--- config.mk ---
export PLATFORM = sky130hd
export DESIGN_NAME = hack_cpu
export DESIGN_NICKNAME = d
export VERILOG_FILES = /design/src/rtl/hack_pkg.sv /design/src/rtl/hack_alu.sv /design/src/rtl/hack_jump_unit.sv /design/src/rtl/hack_cpu.sv
export SDC_FILE = /design/constraint.sdc
export NUM_CORES = 1
export LEC_CHECK = 0
export BUFFER_PORTS_ARGS = -buffer_cell sky130_fd_sc_hd__buf_2
export CORE_AREA = 2 2 100 102
export DETAILED_ROUTE_END_ITERATION = 16
export DIE_AREA = 0 0 102 104
export MAX_ROUTING_LAYER = met4
export PLACE_DENSITY = 0.79
export SLEW_MARGIN = 20
export SYNTH_ARGS = -nofsm -noshare
export SYNTH_HDL_FRONTEND = slang
export SYNTH_SLANG_ARGS = --single-unit
--- constraint.sdc ---
create_clock -name clk -period 5.3 [get_ports clk]
set_input_delay 1.325 -clock clk [delete_from_list [all_inputs] [get_ports clk]]
set_output_delay 1.325 -clock clk [all_outputs]
set_load 0.01 [all_outputs]
--- src/rtl/hack_pkg.sv ---
// Shared definitions for the Hack execution core: FSM state encoding,
// instruction-word field positions and a small decode helper.
package hack_pkg;

    // Three-state instruction sequencer, cycled unconditionally
    typedef enum logic [1:0] {
        FETCH  = 2'd0,
        DECODE = 2'd1,
        EXEC   = 2'd2
    } state_t;

    // Instruction word field positions
    localparam int C_BIT    = 15;
    localparam int A_BIT    = 12;
    localparam int COMP_MSB = 11;
    localparam int COMP_LSB = 6;
    localparam int DEST_A   = 5;
    localparam int DEST_D   = 4;
    localparam int DEST_M   = 3;
    localparam int JMP_LT   = 2;
    localparam int JMP_EQ   = 1;
    localparam int JMP_GT   = 0;

    // Bit 15 set marks a compute (C) instruction, clear marks a load-A instruction
    function automatic logic isCInstr(input logic [15:0] ir);
        return ir[C_BIT];
    endfunction

endpackage

--- src/rtl/hack_alu.sv ---
// Standard Hack ALU: optional zero/negate on each operand, add or AND,
// optional negate of the result, plus zero and negative flags.
module hack_alu (
    input  logic [15:0] x_i,
    input  logic [15:0] y_i,
    input  logic        zx_i,
    input  logic        nx_i,
    input  logic        zy_i,
    input  logic        ny_i,
    input  logic        f_i,
    input  logic        no_i,
    output logic [15:0] out_o,
    output logic        zr_o,
    output logic        ng_o
);

    logic [15:0] xz;
    logic [15:0] xn;
    logic [15:0] yz;
    logic [15:0] yn;
    logic [15:0] fOut;

    // Operand conditioning, function select and output negation
    always_comb begin
        xz    = zx_i ? 16'h0000 : x_i;
        xn    = nx_i ? ~xz : xz;
        yz    = zy_i ? 16'h0000 : y_i;
        yn    = ny_i ? ~yz : yz;
        fOut  = f_i ? (xn + yn) : (xn & yn);
        out_o = no_i ? ~fOut : fOut;
        zr_o  = (out_o == 16'h0000);
        ng_o  = out_o[15];
    end

endmodule

--- src/rtl/hack_jump_unit.sv ---
// Jump decision for a C-instruction from its three jump bits and the
// ALU's negative and zero flags.
module hack_jump_unit
    import hack_pkg::*;
(
    input  logic [2:0] jmp_i,
    input  logic       zr_i,
    input  logic       ng_i,
    output logic       jump_o
);

    // Less-than, equal and greater-than conditions OR together
    always_comb begin
        jump_o = (jmp_i[JMP_LT] & ng_i)
               | (jmp_i[JMP_EQ] & zr_i)
               | (jmp_i[JMP_GT] & ~ng_i & ~zr_i);
    end

endmodule

--- src/rtl/hack_cpu.sv ---
// Multi-cycle Hack core: FETCH -> DECODE -> EXEC, owning A, D, PC and IR.
// Talks to a synchronous instruction ROM and data RAM (one-cycle read
// latency) and commits ALU results at the end of EXEC.
// Optional build macro HACK_CPU_DEBUG_EN adds dbg_* register mirrors.
module hack_cpu
    import hack_pkg::*;
(
    input  logic        clk,
    input  logic        reset,
    output logic [14:0] rom_addr,
    input  logic [15:0] rom_data,
    output logic [14:0] ram_addr,
    input  logic [15:0] ram_rdata,
    output logic [15:0] ram_wdata,
    output logic        ram_we,
    output logic        retire
`ifdef HACK_CPU_DEBUG_EN
    ,
    output logic [15:0] dbg_a,
    output logic [15:0] dbg_d,
    output logic [15:0] dbg_ir,
    output logic [1:0]  dbg_state
`endif
);

    state_t      state_q, state_d;
    logic [15:0] ir_q, ir_d;
    logic [15:0] a_q, a_d;
    logic [15:0] d_q, d_d;
    logic [14:0] pc_q, pc_d;

    logic [15:0] aluY;
    logic [15:0] aluOut;
    logic        aluZr;
    logic        aluNg;
    logic        jumpTaken;
    logic        isC;
    logic        writeM;

    assign isC      = isCInstr(ir_q);
    assign rom_addr = pc_q;
    assign ram_addr = a_q[14:0];
    assign aluY     = ir_q[A_BIT] ? ram_rdata : a_q;

    hack_alu uAlu (
        .x_i   (d_q),
        .y_i   (aluY),
        .zx_i  (ir_q[COMP_MSB]),
        .nx_i  (ir_q[COMP_MSB-1]),
        .zy_i  (ir_q[COMP_MSB-2]),
        .ny_i  (ir_q[COMP_MSB-3]),
        .f_i   (ir_q[COMP_MSB-4]),
        .no_i  (ir_q[COMP_LSB]),
        .out_o (aluOut),
        .zr_o  (aluZr),
        .ng_o  (aluNg)
    );

    hack_jump_unit uJump (
        .jmp_i  (ir_q[2:0]),
        .zr_i   (aluZr),
        .ng_i   (aluNg),
        .jump_o (jumpTaken)
    );

    // State and architectural registers; reset clears everything at once
    always_ff @(posedge clk or posedge reset) begin
        if (reset) begin
            state_q <= FETCH;
            ir_q    <= 16'h0000;
            a_q     <= 16'h0000;
            d_q     <= 16'h0000;
            pc_q    <= 15'h0000;
        end else begin
            state_q <= state_d;
            ir_q    <= ir_d;
            a_q     <= a_d;
            d_q     <= d_d;
            pc_q    <= pc_d;
        end
    end

    // Sequencer next state and the EXEC-only strobes for memory and retire
    always_comb begin
        state_d   = state_q;
        writeM    = 1'b0;
        retire    = 1'b0;
        ram_we    = 1'b0;
        ram_wdata = 16'h0000;
        case (state_q)
            FETCH:   state_d = DECODE;
            DECODE:  state_d = EXEC;
            EXEC: begin
                state_d   = FETCH;
                retire    = 1'b1;
                writeM    = isC & ir_q[DEST_M];
                ram_we    = writeM;
                ram_wdata = writeM ? aluOut : 16'h0000;
            end
            default: state_d = FETCH;
        endcase
    end

    // Register commit: IR at end of DECODE, A/D/PC at end of EXEC. Jump
    // target and write address both come from the A value held during EXEC.
    always_comb begin
        ir_d = ir_q;
        a_d  = a_q;
        d_d  = d_q;
        pc_d = pc_q;
        if (state_q == DECODE) begin
            ir_d = rom_data;
        end
        if (state_q == EXEC) begin
            if (!isC) begin
                a_d  = {1'b0, ir_q[14:0]};
                pc_d = pc_q + 15'd1;
            end else begin
                if (ir_q[DEST_A]) begin
                    a_d = aluOut;
                end
                if (ir_q[DEST_D]) begin
                    d_d = aluOut;
                end
                pc_d = jumpTaken ? a_q[14:0] : (pc_q + 15'd1);
            end
        end
    end

`ifdef HACK_CPU_DEBUG_EN
    assign dbg_a     = a_q;
    assign dbg_d     = d_q;
    assign dbg_ir    = ir_q;
    assign dbg_state = state_q;
`endif

endmodule
---- Yosys cells after proc, flatten, opt, wreduce, memory -nomap -nowiden ----
Index checks and enable logic that the tools add are counted.
word-level totals
  register bits after elaboration ......... 65
  input port bits ......................... 34
  logic and storage cells ................. 43
cells by class
  equal/unequal tests ..................... 3
  $add $sub $neg .......................... 2
  bitwise operators ....................... 13
  reductions and logical operators ........ 4
  muxes and demuxes ....................... 16
operators by type and width
  kind                   number
  $mux 16                11
  $not 16->16            3
  $mux 15                2
  $add 16x16->16         1
  $and 16x16->16         1
  $logic_not 16->1       1
  $add 15x1->15 const B  1
  $and 1x1->1            5
  $pmux 2 s2             1
  $reduce_and 3->1       1
  $eq 2x1->1 const B     1
  $eq 2x2->1 const B     1
  $logic_not 2->1        1
  $mux 1                 2
  $ne 2x2->1 const B     1
  $not 1->1              2
  $or 1x1->1             2
  $reduce_and 2->1       1

---- Longest topological paths before layout ----
  word-level depth ........................ 14
  mapped depth ............................ 19

---- Hierarchy ----
Synthesis repeated with hierarchy kept, for this count alone.
unflattened totals
  cell total of the unflattened synthesis .. 589
  area total of the unflattened synthesis .. 5285.1 sq um
modules (own cells, without submodules)
  module          times used  area an instance (sq um)  cells an instance
  hack_cpu        1           3337.0                    316
  hack_alu        1           1930.6                    271
  hack_jump_unit  1           17.5                      2

---- Worst setup path before layout ----
No wires, ideal clock.
  kind .................................... input to register
  start ................................... input ram_rdata[0]
  end ..................................... register pc_q[3] (netlist: rom_addr[3])
  path buffers ............................ 2
  required time ........................... 5.152 ns
  arrival time ............................ 5.078 ns
  stages on the path ...................... 17
  slack ................................... 0.073 ns
  cells stage by stage .................... mux2i_1 nor2_1 xor2_1 ha_1 fa_1 a211oi_2 nor4_2 o31a_1 o31ai_2 nor4b_2 o211ai_1 or4b_1 a311oi_1 buf_4 buf_12 mux2i_1 a22oi_2
on the way
  cells in the longest elaborated chain, start to end .. 14
  elaborated cells between the ends (all ways) .. 20
RTL lines
  item                                                     line                                        RTL
  from (decl)                                              hack_cpu.sv:13                              input logic [15:0] ram_rdata,
  $mux 16 (*)                                              hack_cpu.sv:43                              assign aluY = ir_q[A_BIT] ? ram_rdata : a_q;
  $mux 16 (*)                                              hack_alu.sv:27                              yz = zy_i ? 16'h0000 : y_i;
  $not 16->16                                              hack_alu.sv:28                              yn = ny_i ? ~yz : yz;
  $mux 16 (*)                                              hack_alu.sv:28
  $add 16x16->16 / $and 16x16->16 (equally long branches)  hack_alu.sv:29                              fOut = f_i ? (xn + yn) : (xn & yn);
  $mux 16 (*)                                              hack_alu.sv:29
  $not 16->16                                              hack_alu.sv:30                              out_o = no_i ? ~fOut : fOut;
  $mux 16 (*)                                              hack_alu.sv:30
  $logic_not 16->1 / $not 1->1 (equally long branches)     hack_alu.sv:31, hack_jump_unit.sv:16
  $and 1x1->1 (tied with other cells)                      hack_jump_unit.sv:15                        | (jmp_i[JMP_EQ] & zr_i)
  $or 1x1->1 / $and 1x1->1 (equally long branches)         hack_jump_unit.sv:15, hack_jump_unit.sv:16
  $or 1x1->1 (*)                                           hack_jump_unit.sv:16                        | (jmp_i[JMP_GT] & ~ng_i & ~zr_i);
  $mux 15 (*)                                              hack_cpu.sv:125                             pc_d = jumpTaken ? a_q[14:0] : (pc_q + 15'd1);
  $mux 15 (*)                                              hack_cpu.sv:115                             if (!isC) begin
  to (signal assigned)                                     hack_cpu.sv:79                              pc_q <= pc_d;
  to (decl)                                                hack_cpu.sv:30                              logic [14:0] pc_q, pc_d;
Every way passes the cells marked *; elsewhere a longest branch is shown, timed or not.
A chain may end at the register's enable or synchronous reset.

---- Worst setup path after layout ----
  start ................................... input ram_rdata[1]
  end ..................................... output ram_wdata[15]
on the way
  cells in the longest elaborated chain, start to end .. 10
RTL lines
  item                line            RTL
  $mux 16 (*)         hack_cpu.sv:43
  $mux 16 (*)         hack_alu.sv:27
  $not 16->16         hack_alu.sv:28
  $mux 16 (*)         hack_alu.sv:28
  $add 16x16->16 (*)  hack_alu.sv:29
  $mux 16 (*)         hack_alu.sv:29
  $not 16->16         hack_alu.sv:30
  $mux 16 (*)         hack_alu.sv:30
  $mux 16 (*)         hack_cpu.sv:98  ram_wdata = writeM ? aluOut : 16'h0000;
  $mux 16 (*)         hack_cpu.sv:90  case (state_q)
  to (decl)           hack_cpu.sv:14  output logic [15:0] ram_wdata,
Marked as above.

==> reports/qor.yml <==
start_util_pct: 55.56
htreeDepth: 3
clkSlewWorstSetupHoldPaths_ns: 0.08
fin_crit_ns: 5.416
drt_iter0_markers: 330
syn_to_final_growth_pct: 21.37
avgSynthCellArea_um2: 8.475
hp-class: "reg -> reg"
cts_buffer_depth: 2
synth_area_leaders: "dfrtp_1 31%, mux2i_1 5.7%, xnor2_1 4.8%"
fin_worst_skew_ns: 0.008943
nets: 782
synth_most_common_cell: "dfrtp_1"
synth_edf_count: 0
drc_errors: 0
synthFlopType: "dfrtp_1"
portBuffers: 81
violations: "negative setup slack"
synthArstFlopShare_pct: 100.0
place_inst: 840
dpl.hpwl_um: 11210
grt_pass1_vias: 5203
rsz0062_at_grt: "yes"
critical_path_arrival_ns: 4.09
p_leak_nw: 3.006
cp.required_ns: 3.97
clk_latency_ns: 0.36
worstMarginPinSlew_ns: 0.9709
worst_setup_path_end_kind: "output pin"
coreArea_mm2: 0.009549
die_h_um: 104
synth_cells: 626
crit_type: "in -> out"
cts_tree: "built"
finalHoldViolCount: 0
drv_cap: 0
ys_ff_latch: 65
path_buf_inv: 2
setup_tns_ns: -0.3146
boundaryPins: 82
r2r_setup_slack_ns: 0.40
cp_slowest_cell: "a2111oi_4"
grt_max_degree: 44
antenna_found_initial: 0
die_w_um: 102
grt_pass1_wl_um: 24740
cts_sinks: 65
netlist.area_leader.share_pct: 30.66
final_antenna_net_count: 0
rows: 36
seq_area_frac_synth_pct: 30.66
synth_common_cells: "65 x dfrtp_1, 62 x nor2_1, 59 x nand2_1, 50 x o21ai_0, 30 x mux2i_1"
status: "finished with violations"
crit_path_max_fanout: 2
ctsHoldBuffers: 0
vias: 5222
max-slew-margin-rel_pct: 35.28
mappedNetlistNets: 678
antenna_cells: 0
period_share_pct: 102.2
setup_viol: 4
fp.dieArea_mm2: 0.01061
yosys_warnings: 0
timing.final.ws_setup_ns: -0.1162
max_freq_ghz: 0.1846
power.density_mw_per_mm2: 420.2
gp_congestion: 0.9356
finalMaxSlewViolations: 0
cts_root_buf: "clkbuf_8"
cp_slowest_stage_delay_ns: 0.38
cts_inserted_buffers: 9
totalWireLength_um: 15660
cp_top_family: "compound AO/OA/AOI/OAI gates"
via_per_inst: 6.023
yosysTopAreaCell: "dfrtp_1"
crit_chain: "buf_2 > mux2i_1 > nor2_2 > xor2_2 > ha_1 > a21o_1 > a2111oi_4 > a2111o_1 > a31oi_2 > mux2_4 > and3_4 > or2_4 > nor2_2 > buf_2"
ir_drop_mv: 0.2624
firstDrtPassIters: 6
layoutNonFillerInstCount: 867
drive_gt1_share_pct: 30.11
syn_area_mm2: 0.005305
grtUsageTotal_pct: 29.94
synth_cell_types: 72
wire_per_inst_um: 18.07
grt_overflow: 0
worstSetupStartpointType: "input pin"
## layout by cell type, fill, tap and decap left out, drive strengths merged, types with 7 or more instances in the layout
| master | netlist | layout |
|---|---|---|
| a211oi | 8 | 8 |
| a21o | 7 | 7 |
| a21oi | 25 | 25 |
| a22oi | 8 | 8 |
| and3 | 20 | 20 |
| buf | 27 | 147 |
| clkbuf | 27 | 9 |
| dfrtp | 65 | 65 |
| ha | 17 | 17 |
| inv | 19 | 20 |
| mux2 | 21 | 21 |
| mux2i | 30 | 30 |
| nand2 | 59 | 59 |
| nand2b | 21 | 21 |
| nand3 | 17 | 17 |
| nor2 | 62 | 62 |
| nor3 | 10 | 10 |
| o21ai | 52 | 52 |
| or3 | 8 | 8 |
| xnor2 | 30 | 30 |
| xor2 | 17 | 17 |
## kinds of logic after synthesis
logic type / after synthesis / synth area share [%]
DFF: 65 / 30.66
muxes: 51 / 10.12
xor gates and xnor gates: 47 / 7.901
buffers and inverters: 74 / 6.981
AOI/OAI and AO/OA: 143 / 18.35
adders and majority gates: 18 / 4.387
and+or+nand+nor: 228 / 21.60
## sequential cells by signal, summed over array words and instances (netlist names)
register / count
ir_q: 16
a_q: 16
state_q: 2
d_q: 16
rom_addr: 15
## path summary, 6_finish.rpt
check	start	end	cells past startpoint
max in group asynchronous	reset	rom_addr[10]$_DFFE_PP0P_	3
min in group asynchronous	reset	state_q[0]$_DFF_PP0_	2
setup / recovery	ram_rdata[1]	ram_wdata[15]	14
setup reg to reg	ir_q[12]$_DFFE_PP0N_	rom_addr[1]$_DFFE_PP0P_	17
hold / removal	state_q[0]$_DFF_PP0_	state_q[0]$_DFF_PP0_	1
hold reg to reg	state_q[0]$_DFF_PP0_	state_q[0]$_DFF_PP0_	1
## power by group
part / total (mW) / switching (mW) / internal [mW]
Sequential: 0.753 / 0.132 / 0.621
Combinational: 1.48 / 0.772 / 0.708
Clock: 0.472 / 0.208 / 0.264
## cell type report
| cell class | instances | area (um^2) |
|---|---|---|
| fillers | 772 | 3110 |
| clock buffers | 9 | 123.9 |
| well taps | 133 | 166.4 |
| flip-flops and latches | 65 | 1627 |
| multi-input cells | 487 | 3421 |
| inverters | 20 | 75.07 |
| clock inverters | 6 | 92.59 |
| repair buffers | 147 | 933.4 |
## metal layers
metal | up-vias | global-route usage, % | share of wire, %
li1 | 2408 | - | -
met1 | 2513 | 37.00 | 41
met2 | 238 | 48.87 | 48
met3 | 63 | 4.906 | 7.2
met4 | 0 | 11.33 | 3.6
met5 | - | - | 0
## stage by stage
step	power (mW)	hold slack (ns)	utilization (%)	setup WS, ns	area [um^2]
5_1_grt	2.876	0.4755	67.43	-0.2833	6439
3_3_place_gp	2.027	0.4233	63.01	-0.1684	6017
6_report	2.706	0.4364	67.43	-0.1162	6439
2_1_floorplan	1.609	0.4106	-	0.07335	5305
3_5_place_dp	2.081	0.4278	63.01	-0.2632	6017
4_1_cts	2.585	0.4382	65.93	-0.05510	6296
## what timing repair did
action / in CTS / in global routing
setup endpoints to repair: 5 / 26
pin swaps: 12 / 9
gates cloned: 0 / 0
gates resized for setup: 9 / 16
buffers inserted: 4 / 8
## worst register-to-register path: cells and delay by family (launching register included)
family | cells | cell delay (ns)
AND/OR/NAND/NOR | 5 | 1.23
AO/OA/AOI/OAI | 3 | 0.87
multiplexers | 3 | 0.79
buffers and inverters | 3 | 0.72
flip-flops | 1 | 0.52
XOR/XNOR | 2 | 0.38
adder cells (fa/ha/maj) | 1 | 0.27
Power figures use the tool's default switching activity.
